<file path="config.mk">
export PLATFORM = sky130hd
export DESIGN_NAME = apb_master_flat
export DESIGN_NICKNAME = d
export VERILOG_FILES = /design/src/rtl/apb_master_if.sv /design/src/rtl/apb_master.sv /design/src/flat_wrapper.sv
export SDC_FILE = /design/constraint.sdc
export NUM_CORES = 1
export LEC_CHECK = 0
export CORE_MARGIN = 4
export CORE_UTILIZATION = 41
export CTS_BUF_LIST = sky130_fd_sc_hd__clkbuf_4 sky130_fd_sc_hd__clkbuf_8
export CTS_CLUSTER_DIAMETER = 120
export CTS_CLUSTER_SIZE = 20
export DETAILED_ROUTE_END_ITERATION = 10
export GPL_TIMING_DRIVEN = 0
export PLACE_DENSITY = 0.78
export SYNTH_ARGS = -nofsm -noshare
export SYNTH_HDL_FRONTEND = slang
export SYNTH_SLANG_ARGS = --single-unit
</file>
<file path="constraint.sdc">
create_clock -name i_PCLK -period 1.82 [get_ports i_PCLK]
set_clock_uncertainty 0.15 [all_clocks]
set_input_delay 0.273 -clock i_PCLK [delete_from_list [all_inputs] [get_ports i_PCLK]]
set_output_delay 0.273 -clock i_PCLK [all_outputs]
set_load 0.005 [all_outputs]
</file>
<file path="src/rtl/apb_master_if.sv">
// APB bus bundle between the master and a single slave.
// Latency: none, wires only.
// Backpressure: the slave stalls the master by holding i_PREADY low in ACCESS.
interface apb_master_if #(
    parameter int WIDTH = 8
);
    logic             o_PSEL1;
    logic             o_PENABLE;
    logic             o_PWRITE;
    logic [WIDTH-1:0] o_paddr;
    logic [WIDTH-1:0] o_pwdata;
    logic [WIDTH-1:0] i_prdata;
    logic             i_PREADY;

    modport master (
        output o_PSEL1, o_PENABLE, o_PWRITE, o_paddr, o_pwdata,
        input  i_prdata, i_PREADY
    );

    modport slave (
        input  o_PSEL1, o_PENABLE, o_PWRITE, o_paddr, o_pwdata,
        output i_prdata, i_PREADY
    );
endinterface

</file>
<file path="src/rtl/apb_master.sv">
// APB master: turns user request strobes into SETUP/ACCESS bus transfers with a wait-state timeout.
// Latency: 3 edges from an accepted i_transfer to o_done with a zero-wait slave; 2 cycles per back-to-back transfer.
// Backpressure: i_PREADY=0 stretches ACCESS up to TIMEOUT cycles, then the transfer aborts with o_error.
module apb_master #(
    parameter int WIDTH   = 8,
    parameter int TIMEOUT = 16
) (
    input  logic             i_PCLK,
    input  logic             i_PRESETn,
    input  logic             i_transfer,
    input  logic             i_write,
    input  logic [WIDTH-1:0] i_addr,
    input  logic [WIDTH-1:0] i_wdata,
    output logic [WIDTH-1:0] o_rdata,
    output logic             o_done,
    output logic             o_error,
    output logic             o_busy,
    apb_master_if.master     apb
);

    typedef enum logic [1:0] {
        IDLE   = 2'd0,
        SETUP  = 2'd1,
        ACCESS = 2'd2
    } state_t;

    // Last wait-counter value that still allows one more stalled ACCESS cycle.
    localparam logic [7:0] WAIT_LAST = 8'(TIMEOUT - 1);

    state_t     state;
    logic [7:0] wait_cnt;

    // Single state machine; every bus and user output is a register updated here.
    always_ff @(posedge i_PCLK or negedge i_PRESETn) begin
        if (!i_PRESETn) begin
            state         <= IDLE;
            wait_cnt      <= 8'd0;
            apb.o_PSEL1   <= 1'b0;
            apb.o_PENABLE <= 1'b0;
            apb.o_PWRITE  <= 1'b0;
            apb.o_paddr   <= '0;
            apb.o_pwdata  <= '0;
            o_rdata       <= '0;
            o_done        <= 1'b0;
            o_error       <= 1'b0;
            o_busy        <= 1'b0;
        end else begin
            // Completion flags are single-cycle pulses.
            o_done  <= 1'b0;
            o_error <= 1'b0;

            case (state)
                IDLE: begin
                    apb.o_PSEL1   <= 1'b0;
                    apb.o_PENABLE <= 1'b0;
                    o_busy        <= 1'b0;
                    if (i_transfer) begin
                        apb.o_paddr  <= i_addr;
                        apb.o_pwdata <= i_wdata;
                        apb.o_PWRITE <= i_write;
                        apb.o_PSEL1  <= 1'b1;
                        o_busy       <= 1'b1;
                        state        <= SETUP;
                    end
                end

                SETUP: begin
                    // Exactly one SETUP cycle; the wait counter starts fresh for ACCESS.
                    apb.o_PENABLE <= 1'b1;
                    wait_cnt      <= 8'd0;
                    state         <= ACCESS;
                end

                ACCESS: begin
                    if (apb.i_PREADY) begin
                        if (!apb.o_PWRITE) begin
                            o_rdata <= apb.i_prdata;
                        end
                        o_done        <= 1'b1;
                        apb.o_PENABLE <= 1'b0;
                        if (i_transfer) begin
                            // Back-to-back: PSEL1 stays high, go straight to the next SETUP.
                            apb.o_paddr  <= i_addr;
                            apb.o_pwdata <= i_wdata;
                            apb.o_PWRITE <= i_write;
                            state        <= SETUP;
                        end else begin
                            apb.o_PSEL1 <= 1'b0;
                            o_busy      <= 1'b0;
                            state       <= IDLE;
                        end
                    end else if (wait_cnt == WAIT_LAST) begin
                        // Slave never answered: abort, leave o_rdata alone, ignore any new request.
                        o_done        <= 1'b1;
                        o_error       <= 1'b1;
                        apb.o_PSEL1   <= 1'b0;
                        apb.o_PENABLE <= 1'b0;
                        o_busy        <= 1'b0;
                        state         <= IDLE;
                    end else begin
                        wait_cnt <= wait_cnt + 8'd1;
                    end
                end

                default: begin
                    apb.o_PSEL1   <= 1'b0;
                    apb.o_PENABLE <= 1'b0;
                    o_busy        <= 1'b0;
                    state         <= IDLE;
                end
            endcase
        end
    end

endmodule

</file>
<file path="src/flat_wrapper.sv">
// flat-port wrapper written by rule: the top's interface ports become plain ports
module apb_master_flat 
#(
    parameter int WIDTH   = 8,
    parameter int TIMEOUT = 16
)
  (i_PCLK, i_PRESETn, i_transfer, i_write, i_addr, i_wdata, o_rdata, o_done, o_error, o_busy, apb_o_PSEL1, apb_o_PENABLE, apb_o_PWRITE, apb_o_paddr, apb_o_pwdata, apb_i_prdata, apb_i_PREADY);
  apb_master_if #(.WIDTH(WIDTH)) apb_i ();
  input  logic i_PCLK;
  input  logic i_PRESETn;
  input  logic i_transfer;
  input  logic i_write;
  input  logic [WIDTH-1:0] i_addr;
  input  logic [WIDTH-1:0] i_wdata;
  output logic [WIDTH-1:0] o_rdata;
  output logic o_done;
  output logic o_error;
  output logic o_busy;
  output wire logic [$bits(apb_i.o_PSEL1)-1:0] apb_o_PSEL1;
  output wire logic [$bits(apb_i.o_PENABLE)-1:0] apb_o_PENABLE;
  output wire logic [$bits(apb_i.o_PWRITE)-1:0] apb_o_PWRITE;
  output wire logic [$bits(apb_i.o_paddr)-1:0] apb_o_paddr;
  output wire logic [$bits(apb_i.o_pwdata)-1:0] apb_o_pwdata;
  input wire logic [$bits(apb_i.i_prdata)-1:0] apb_i_prdata;
  input wire logic [$bits(apb_i.i_PREADY)-1:0] apb_i_PREADY;
  assign apb_o_PSEL1 = apb_i.o_PSEL1;
  assign apb_o_PENABLE = apb_i.o_PENABLE;
  assign apb_o_PWRITE = apb_i.o_PWRITE;
  assign apb_o_paddr = apb_i.o_paddr;
  assign apb_o_pwdata = apb_i.o_pwdata;
  assign apb_i.i_prdata = apb_i_prdata;
  assign apb_i.i_PREADY = apb_i_PREADY;
  apb_master #(.WIDTH(WIDTH), .TIMEOUT(TIMEOUT)) u_core (.i_PCLK(i_PCLK), .i_PRESETn(i_PRESETn), .i_transfer(i_transfer), .i_write(i_write), .i_addr(i_addr), .i_wdata(i_wdata), .o_rdata(o_rdata), .o_done(o_done), .o_error(o_error), .o_busy(o_busy), .apb(apb_i));
endmodule
</file>
==> qor.csv <==
metric;value;unit
status;finished clean;
CTS tree;built;
row count;22;
Synth cell types;30;
clock share of power;20.3;%
Post-DP HPWL;2.56;mm
Root Buffer;clkbuf_8;
max cap viols;0;
RSZ-0062 raised after global routing;yes;
DRC Markers;0;
GR Overflow Total;0;
fin util;66.4;%
Hold Path Depth;1;
Seq pwr share;44.1;%
R2R Path End;u_core.wait_cnt[2]$_DFFE_PN0P_;
FMAX;0.553;GHz
dominant cell type by area after synthesis;dfrtp_1;
Slew Viols, Final;0;
Die Y;70.8;µm
share of power burned in combinational logic;35.6;%
hold_ws;0.355;ns
setup slack, reg-to-reg;0.01;ns
post-synthesis async set-or-reset flop share;100;%
CP Class;reg -> reg;
ys flop type;dfrtp_1;
TritonCTS buffer count;5;
later-pin clock latency in the skew report;0.28;ns
CP max FO;5;
final RePlAce weighted congestion;0.775;
Worst Setup Slack, final;0.0131;ns
largest net degree at the start of global routing;40;
Synth warnings;0;
Buffers on Ports;58;
CP Launch Type;register;
Ports;59;
Final Routed Wirelength;3.67;mm
layout cells sized above 1;29.4;%
vias in the first global route;1325;
post-synthesis average cell area;13.5;µm²
diode count;0;
gr usage total;15.5;%
post-route ant nets;0;
initial antenna violation count;0;
post-synth top area share;60.3;%
internal power;2.06;mW
Yosys reg bits;39;
Pleak;1.03;nW
Initial Util;43.2;%
Commonest cells post-synth;39 x dfrtp_1, 25 x mux2_2, 9 x nand2_1;
Die Span X;70.8;µm
pwr dens;1130;mW/mm²
CTS sink cnt;39;
min Tclk post-route;1.81;ns
Post-Synthesis Cells;120;
DR WL/cell;15.0;µm
nets@finish;227;
hold_sp;u_core.apb.o_pwdata[7]$_DFFE_PN0P_;
Final setup viols;0;
drt first pass iters;4;
core box area;0.00374;mm²
CP required;1.86;ns
pre-CTS WS;-0.535;ns
Seq/Total Area, Yosys;60.3;%
reg2reg start;u_core.wait_cnt[5]$_DFFE_PN0P_;
Sw Share;26.5;%
WHS Endpoint;u_core.apb.o_pwdata[7]$_DFFE_PN0P_;
sw power;0.744;mW
Max-slew headroom;43.9;%
EDFF count, synth;0;
count leader, synth;dfrtp_1;
vias per cell;5.16;
VDD IR max;0.583;mV
crit end category;register;
Net Count, Synth;150;
CP Data Arrival Time;1.85;ns
Min-Delay Path Class;reg -> reg;
Worst-path clk slew;0.07;ns
htree depth;2;
via count;1265;
first-pass GRT wire length;6.04;mm
Fill cells;300;
R2R cell count;5;
DRT iter0 DRCs;110;
CTS Buffer Depth;2;
synth top area cells;dfrtp_1 60%, mux2_2 17%, nand2_1 2.1%;
Final Hold Fails;0;
area delta synth->final;53.7;%
Slew @ Worst Pin;0.842;ns
Mapped Area;0.00162;mm²
Die Footprint;0.00501;mm²
crit share post-route;99.3;%
## per-layer routing
layer	up-vias	GRT usage (%)	wire (µm)
li1	588	-	-
met1	618	16.8	1390
met2	49	25.3	1800
met3	10	7.67	370
met4	0	7.31	102
met5	-	0	0
## power by group through the flow
| stage | clock, mW | combinational (mW) | sequential [mW] |
|---|---|---|---|
| 4_1_cts | 0.589 | 0.993 | 1.24 |
| 3_3_place_gp | 0 | 0.907 | 1.24 |
| 5_1_grt | 0.624 | 1.09 | 1.27 |
| 3_5_place_dp | 0 | 0.920 | 1.26 |
| 2_1_floorplan | 0 | 0.347 | 1.26 |
| 6_report | 0.570 | 1.00 | 1.24 |
## state kept, by name, indices dropped and copies added (netlist names)
name,flops
u_core.o_error,1
u_core.wait_cnt,8
u_core.state,2
u_core.o_done,1
u_core.apb.o_PENABLE,1
u_core.apb.o_PWRITE,1
u_core.o_rdata,8
u_core.apb.o_paddr,8
u_core.o_busy,1
u_core.apb.o_pwdata,8
## worst max-delay path, stage by stage, from the launching register on
cell	delay (ns)
dfrtp_1	0.38
or4_4	0.58
o2111ai_4	0.29
buf_6	0.16
o211ai_1	0.07
o31ai_1	0.08
## per-stage QoR
stage                     cells  TNS (ns)  area, µm²  total power, mW
final                       245         0       2490             2.81
after detailed placement    226    -11.17       2250             2.18
after CTS                   242  -0.00205       2450             2.82
after global routing        245    -0.298       2490             2.99
after global placement      226    -30.27       2260             2.15
after floorplan             120         0       1620             1.60
## repair_timing
| item | in CTS | in global routing |
|---|---|---|
| buffers inserted | 6 | 3 |
| endpoints found under the hold margin | 39 | 0 |
| hold buffers | 1 | 0 |
| cloned | 2 | 0 |
| pin swaps | 4 | 3 |
| endpoints found under the setup margin | 29 | 34 |
| gates resized for setup | 3 | 8 |
## kinds of logic after synthesis
group / synth area share (%)
flops: 60.3
mux: 17.4
simple gates: 7.97
compound gates: 9.98
buf+inv: 3.56
fa+ha+maj: 0.773
## worst max path at each step
stage                     slack, ns  cells after the start                                 to                           start
after CTS                    -0.002                      4     u_core.wait_cnt[7]$_DFFE_PN0P_  u_core.wait_cnt[7]$_DFFE_PN0P_
after global placement        -0.52                      1     u_core.wait_cnt[2]$_DFFE_PN0P_                       i_PRESETn
after global routing          -0.06                      4     u_core.wait_cnt[7]$_DFFE_PN0P_  u_core.wait_cnt[5]$_DFFE_PN0P_
after floorplan                0.05                      5     u_core.wait_cnt[4]$_DFFE_PN0P_  u_core.wait_cnt[4]$_DFFE_PN0P_
after detailed placement      -0.54                      5  u_core.apb.o_paddr[5]$_DFFE_PN0P_                    apb_i_PREADY
final                          0.01                      5     u_core.wait_cnt[2]$_DFFE_PN0P_  u_core.wait_cnt[5]$_DFFE_PN0P_
## layout by cell type (no fill, tap or decap), drive strengths merged, types with 3 or more instances in the layout
cell and count:
clkdlybuf4s50 57, o21ai 4, dfrtp 39, nor2 3, o31ai 3, clkbuf 7, mux2 25, inv 6
a21oi 3, o211ai 3, nand3 5, buf 15, nand2 9
## final cells by class
type                            count  area, µm²  share of cell area, %
Sequential cell                    39        976                   39.3
Timing Repair Buffer               69        673                   27.1
Multi-Input combinational cell     71        632                   25.4
Clock buffer                        6       82.6                   3.32
Tap cell                           48       60.1                   2.42
Buffer                              5       35.0                   1.41
Inverter                            6       22.5                  0.906
Clock inverter                      1       5.00                  0.201
No activity file was read; power rests on OpenSTA's default activity.
